<file path="config.mk">
export PLATFORM = sky130hd
export DESIGN_NAME = regfile_n
export DESIGN_NICKNAME = d
export VERILOG_FILES = /design/src/rtl/regfile_n.sv
export SDC_FILE = /design/constraint.sdc
export NUM_CORES = 1
export LEC_CHECK = 0
export ABC_AREA = 1
export CORE_UTILIZATION = 62
export DETAILED_ROUTE_END_ITERATION = 10
export HOLD_SLACK_MARGIN = 0.12
export PLACE_DENSITY = 0.83
export SYNTH_ARGS = -nofsm -noshare
export SYNTH_HDL_FRONTEND = slang
export SYNTH_SLANG_ARGS = --single-unit
</file>
<file path="constraint.sdc">
create_clock -name clk -period 2.2 [get_ports clk]
set_input_delay 0.44 -clock clk [delete_from_list [all_inputs] [get_ports clk]]
set_output_delay 0.44 -clock clk [all_outputs]
set_load 0.005 [all_outputs]
</file>
<file path="src/rtl/regfile_n.sv">
// regfile_n: NREG x W register file with two combinational read ports, a
// multi-select write/function port, and a sticky per-register wrap flag.
// SAT selects saturating inc/dec; BYPASS forwards load data to the read ports.

// One register plus its wrap flag; applies funsel when sel is high.
module regfile_n_cell #(
    parameter int              W         = 8,
    parameter bit              SAT       = 1'b0,
    parameter logic [W-1:0]    RESET_VAL = '0
) (
    input  logic         clk,
    input  logic         rst_n,
    input  logic         sel,
    input  logic [2:0]   funsel,
    input  logic [W-1:0] load,
    output logic [W-1:0] q,
    output logic         wrap
);
    logic [W-1:0] q_q, q_d;
    logic         wrap_q, wrap_d;

    // Next-state: operation on own value; wrap set only by inc/dec overflow,
    // cleared only by load/clear, untouched by shifts and rotate.
    always_comb begin
        q_d    = q_q;
        wrap_d = wrap_q;
        if (sel) begin
            unique case (funsel)
                3'b000: ;
                3'b001: begin q_d = load; wrap_d = 1'b0; end
                3'b010: begin
                    if (&q_q) begin
                        wrap_d = 1'b1;
                        q_d    = SAT ? q_q : '0;
                    end else begin
                        q_d = q_q + 1'b1;
                    end
                end
                3'b011: begin
                    if (q_q == '0) begin
                        wrap_d = 1'b1;
                        q_d    = SAT ? q_q : '1;
                    end else begin
                        q_d = q_q - 1'b1;
                    end
                end
                3'b100: begin q_d = '0; wrap_d = 1'b0; end
                3'b101: q_d = {q_q[W-2:0], 1'b0};
                3'b110: q_d = {1'b0, q_q[W-1:1]};
                3'b111: q_d = {q_q[W-2:0], q_q[W-1]};
                default: ;
            endcase
        end
    end

    // State register; reset wins over any pending operation.
    always_ff @(posedge clk or negedge rst_n) begin
        if (!rst_n) begin
            q_q    <= RESET_VAL;
            wrap_q <= 1'b0;
        end else begin
            q_q    <= q_d;
            wrap_q <= wrap_d;
        end
    end

    assign q    = q_q;
    assign wrap = wrap_q;
endmodule

module regfile_n #(
    parameter int           W         = 8,
    parameter int           NREG      = 8,
    parameter bit           SAT       = 1'b0,
    parameter bit           BYPASS    = 1'b0,
    parameter logic [W-1:0] RESET_VAL = '0
) (
    input  logic                      clk,
    input  logic                      rst_n,
    input  logic [W-1:0]              load,
    input  logic [NREG-1:0]           rsel,
    input  logic [2:0]                funsel,
    input  logic [$clog2(NREG)-1:0]   o1sel,
    input  logic [$clog2(NREG)-1:0]   o2sel,
    output logic [W-1:0]              o1,
    output logic [W-1:0]              o2,
    output logic [NREG-1:0]           wrap
);
    localparam int AW = $clog2(NREG);

    logic [NREG-1:0][W-1:0] regs;

    for (genvar i = 0; i < NREG; i++) begin : g_reg
        regfile_n_cell #(
            .W         (W),
            .SAT       (SAT),
            .RESET_VAL (RESET_VAL)
        ) u_cell (
            .clk    (clk),
            .rst_n  (rst_n),
            .sel    (rsel[i]),
            .funsel (funsel),
            .load   (load),
            .q      (regs[i]),
            .wrap   (wrap[i])
        );
    end

    // Read mux by compare-loop so unpopulated addresses fall through to 0
    // without indexing past the array.
    function automatic logic [W-1:0] rd_port(input logic [AW-1:0] a);
        logic [W-1:0] v;
        v = '0;
        for (int i = 0; i < NREG; i++) begin
            if (int'(a) == i) begin
                v = regs[i];
                if (BYPASS && funsel == 3'b001 && rsel[i]) v = load;
            end
        end
        return v;
    endfunction

    // Combinational read ports (with optional load forwarding).
    always_comb begin
        o1 = rd_port(o1sel);
        o2 = rd_port(o2sel);
    end
endmodule

</file>
Word-level counts from Yosys, hierarchy flattened:

Cells that the tools add are included.

* bits in registers: 72
* bits in latches: 0
* RAM bits: 0
* bits in read-only memories: 0
* bits of input ports: 27
* output and inout bits: 24
* logic and storage cells: 170
* memories: 0

* $add $sub $neg: 16
* multipliers: 0
* divide/modulo/power cells: 0
* order comparisons: 0
* eq/ne operators: 37
* shift-type cells: 0
* multiplexer cells: 64
* bitwise operators: 0
* reduce and logical (&&, ||, !) cells: 37

Operator list (number)
* 8-bit case mux with 7 select lines: 8
* 8-bit two-way mux: 32
* 8-bit by 1-bit adder with 8-bit output (second input constant): 8
* 8-bit zero test: 8
* 8-bit AND reduction: 8
* 8-bit by 1-bit subtractor with 8-bit output (second input constant): 8
* 3-bit equality test (second input constant): 12
* 2-bit by 1-bit != test with 1-bit output (second input constant): 16
* 4-bit AND reduction: 8
* 1-bit case mux with 3 select lines: 8
* 3-bit by 2-bit equality test with 1-bit output (second input constant): 6
* 1-bit two-way mux: 16
* 2-bit AND reduction: 8
* 3-bit by 1-bit equality test with 1-bit output (second input constant): 3
* 7-bit nonzero test: 1
* 3-bit zero test: 2
* 3-bit nonzero test: 1
* 2-bit OR reduction: 1

Logic depth before layout (Yosys ltp):

* depth in word-level cells: 9
* gate-level depth with buffers: 11
* depth with buffers taken out: 10

Hierarchy:

A second synthesis with hierarchy kept.

* cells, all modules: 1793
* area total of the unflattened synthesis: 10219.8 sq um

Modules (own cells, without submodules)
* regfile_n_cell at g_reg[0].u_cell ...: instances 5, cells an instance 202, area each 1153.6 sq um, seq. area each 225.2 sq um
* regfile_n_cell at g_reg[5].u_cell ...: instances 2, cells an instance 191, area each 1099.8 sq um, seq. area each 225.2 sq um
* regfile_n: instances 1, cells an instance 214, area each 1141.1 sq um, seq. area each 0.0 sq um
* regfile_n_cell at g_reg[7].u_cell: instances 1, cells an instance 187, area each 1111.1 sq um, seq. area each 225.2 sq um

Worst setup path after synthesis:

No wires, ideal clock.

* path type: input -> output
* start point: in o2sel[0]
* end point: out o2[0]
* data arrival time: 1263 ps
* required time: 1760 ps
* setup slack: 497 ps
* stages on the path: 6
* path buffers: 0
* path through: inv_2 nor3_1 nand2_1 nand4_1 a21oi_1 nand4_1

* word-level cells in the longest chain between the ends: 9
* elaborated cells between the ends (all ways): 16
* classes of those cells: eq/ne (7); mux (8); reduce/logical (1)

RTL lines
* start, declared: line 84 `input logic [$clog2(NREG)-1:0] o2sel,`
* 3-bit zero test: line 115 `if (int'(a) == i) begin`
* 8-bit two-way mux (7 in series): line 115
* 8-bit two-way mux (*): line 115
* end, declared: line 86 `output logic [W-1:0] o2,`

Mark *: on every way between the ends. The rest lies on a longest branch, timed or not.

Final worst setup path:

* start point: in funsel[2]
* end point: reg g_reg[5].u_cell.q_q[0]

* word-level cells in the longest chain between the ends: 3
* elaborated cells between the ends (all ways): 10
* classes of those cells: eq/ne (7); mux (1); reduce/logical (2)

RTL lines
* start, declared: line 82 `input logic [2:0] funsel,`
* 3-bit equality test (tied with other cells): line 28 `unique case (funsel)`
* 7-bit nonzero test (no line)
* 2-bit AND reduction (no line)
* end signal, assigned: line 62 `q_q <= q_d;`
* end, declared: line 19 `logic [W-1:0] q_q, q_d;`

Several ways; a longest one is shown, not always the timed one.
A chain may end at the register's enable or synchronous reset.

==> metrics.cfg <==
[status]
outcome = finished, violations left
failing_checks = setup timing

[synth]
synth_compound_gate_area_share = 0.1241
postSynthRegisterBits = 72
fraction_of_the_mapped_netlist_area_in_adder_cells = 0.03402
largest_family_of_logic_cells_by_synthesized_area = simple AND/OR/NAND/NOR gates
post_synth_and_or_nand_nor_area_fraction = 0.4722
post_synth_mux_area_share = 0
cells_after_synthesis = 1508
synth_xor_xnor_area_share = 0.01036
syn-mean-instance-area_um2 = 5.609
synth.yosys.seq_area_share = 0.2130
synth-warning-count = 0
yosysUniqueCellTypes = 34
synth_area_mm2 = 0.008458
synthesis.nets = 1558

[place]
hpwlAfterDp_mm = 22.68
placed_cells = 1756
number_of_port_buffers = 50
placement.setup.worst_slack_ps = -551.5
finalWeightedCongestion = 1.024

[timing]
max_freq_mhz = 453.9
worst_slack_ps = -3.170
slew_violations = 0
fin_worst_skew_ps = 8.106
part_of_the_cycle_the_worst_path_needs = 1.001
final-setup-viol-count = 1
finalHoldViolCount = 0
timing.slew.headroom = 0.1552
final_period_demand_of_the_worst_path_ps = 2203
worstMarginPinSlew_ps = 1262

[pwr]
switchingPower_mw = 2.928
internal_power_mw = 3.749
p_leak_nw = 5.206
p_comb_frac = 0.428
irDropWorstVdd_v = 0.0004787
power.share.sequential = 0.316
p_clk_frac = 0.256
switching_share = 0.4385
p_per_area_mw_per_mm2 = 653.9

[worst_setup_path]
critical_path.top_delay_family = simple AND/OR/NAND/NOR gates
arrival_ps = 2490
timing.critical_path.fanout_max = 8
end_kind = flop
timing.critical_path.required_ps = 2490
crit_buf_inv = 3
slowest_stage = sky130_fd_sc_hd__nor2_1
path_cells = clkdlybuf4s50_1 > inv_2 > nor2_1 > a22oi_1 > nand4_1 > o21ai_1 > inv_1
crit_path_max_incr_delay_ps = 950
startpoint_type = input pin
criticalPathCategory = in2reg

[drt]
overall_routed_net_length_mm = 32.15
route.layer.met1.wl_mm = 11.89
routed_via_density = 6.160
wl_per_cell_um = 17.91
dr.max_layer_used = met4
antenna_left = 0
detailroute.wirelength.met2_mm = 13.78
drt_drc_violations_left = 0
detailedRoute.firstPassIterationCount = 6
via_count = 11060
drtIter0Drc = 1570
dr_wl_met3_mm = 4.357

[layout]
areaGrowthSynthToFinish_pct = 20.72
antennaDiodeCount = 0
final_cell_mix = sky130_fd_sc_hd__nand2_1 (440), sky130_fd_sc_hd__inv_1 (191), sky130_fd_sc_hd__nor2_1 (188)
multi_input_comb_area_mm2 = 0.005488
design.final.nets = 1664
register_area_mm2 = 0.001802
fin_cells = 1795
fillCellCount = 1109
mostFrequentLayoutCell = sky130_fd_sc_hd__nand2_1
fraction_of_layout_cells_with_a_size_suffix_above_1 = 0.1359
utilization = 0.7680

[global_route]
global_route_wire_length_before_repair_mm = 51.04
grt_start_max_net_pins = 73
globalRouteOverflowTotal = 0
vias_in_the_first_global_route = 9853
groute.usage.overall = 0.4629
antenna_found_initial = 0

[floorplanning]
core-area_mm2 = 0.01330
die_area_mm2 = 0.01411
io_pins = 51
die_width_um = 118.8
row_count = 42
start_util = 0.6362
die_height_um = 118.8

[clocking]
clock_sink_count = 72
cts_inserted_buffers = 9
clk_slew_on_worst_s_h_paths_ps = 60
clk_path_buf_depth = 2
cts-root-buf = sky130_fd_sc_hd__clkbuf_16
worstSkewPairLatency_ps = 350
tritoncts_clock_tree = built
holdBufCountCts = 0
ctsHtreeMaxLevel = 3

[min_path]
hold_path.class = in2async

[flow_run]
maxCapViolations = 0

## cells in the mapped netlist (all sizes together)
master	number	area, um2
nand3b	5	37.54
o21bai	1	7.510
nand2	447	1698
nor2b	1	6.260
dfrtp	72	1802
ha	23	287.8
a31oi	3	18.77
clkinv	4	17.52
o21ai	75	375.4
xor2	10	87.58
inv	207	777.0
clkbuf	15	57.55
nor2	198	773.2
or2	9	56.30
a21oi	51	262.8
nor3	23	120.1
nand3	142	720.7
o22ai	52	325.3
a22oi	8	60.06
buf	69	385.4
nand4	93	581.8
## kinds of logic (layout without fill, tap and decap cells)
group	Yosys count	after routing
adders and majority gates	23	23
buffers and inverters	295	406
AOI/OAI and AO/OA	190	190
and+or+nand+nor	918	918
DFF	72	72
xor gates and xnor gates	10	10
## worst reg2reg max path: stages (launching register included)
cell                      delay [ps]
sky130_fd_sc_hd__dfrtp_1         480
sky130_fd_sc_hd__inv_1           240
sky130_fd_sc_hd__ha_1            210
sky130_fd_sc_hd__inv_1            60
sky130_fd_sc_hd__nor3_1          190
sky130_fd_sc_hd__nand2_1         260
sky130_fd_sc_hd__a21oi_1         210
sky130_fd_sc_hd__nand3_1         110
sky130_fd_sc_hd__nand2_1          80
sky130_fd_sc_hd__o21ai_1          60
## layout make-up
type / instances / share of cell area
clock buffer: 12 / 0.02610
clock inverter: 4 / 0.007352
inverter: 211 / 0.07854
multi-input combinational: 1141 / 0.5374
sequential: 72 / 0.1764
tap: 176 / 0.02157
timing repair buffer: 179 / 0.1526
## timing repair
| action | CTS | global route |
|---|---|---|
| setup endpoints to repair | 16 | 14 |
| hold endpoints to repair | 0 | 0 |
| pin swaps | 11 | 7 |
| buffers inserted | 15 | 8 |
| resized for setup | 48 | 29 |
## state kept, by name, summed over array words and instances, names as in the netlist
signal         cells
g.u_cell.wrap      8
g.u_cell.q        64
## metal layers
metal | up-vias | global-route usage
li1 | 5103 | -
met1 | 4864 | 0.5944
met2 | 902 | 0.7094
met3 | 188 | 0.09797
met4 | 0 | 0.2832
met5 | - | 0
## through the flow
| stage | instance area [um2] | setup TNS [ps] | hold WS (ps) | power [mW] |
|---|---|---|---|---|
| final | 10210 | -3.170 | 73.54 | 6.677 |
| after detailed placement | 9682 | -11520 | 485.1 | 4.832 |
| after global placement | 9682 | -10130 | 466.2 | 4.772 |
| after floorplan | 8458 | 0 | 144.4 | 3.813 |
| after global routing | 10210 | -26.26 | 141.8 | 7.060 |
| after CTS | 10150 | -517.6 | 124.9 | 6.536 |
## power groups by stage
stage / Clock, mW / Sequential, mW / Combinational [mW]
final: 1.71 / 2.11 / 2.86
after global routing: 1.77 / 2.13 / 3.16
after CTS: 1.70 / 2.07 / 2.76
after detailed placement: 0 / 2.09 / 2.74
after global placement: 0 / 2.09 / 2.68
after floorplan: 0 / 1.71 / 2.11
## final timing paths
| path | from | to | slack, ps | cells after the start |
|---|---|---|---|---|
| setup / recovery | funsel[2] | g_reg[5].u_cell.q[0] | -3 | 7 |
| hold / removal | rst_n | g_reg[4].u_cell.q[3] | 70 | 2 |
| setup reg to reg | g_reg[6].u_cell.q[0] | g_reg[6].u_cell.wrap | 190 | 9 |
| hold reg to reg | g_reg[1].u_cell.wrap | g_reg[1].u_cell.wrap | 490 | 2 |
| max in group asynchronous | rst_n | g_reg[5].u_cell.wrap | 1740 | 2 |
| min in group clk | g_reg[1].u_cell.wrap | g_reg[1].u_cell.wrap | 490 | 2 |
Power figures use the tool's default switching activity.
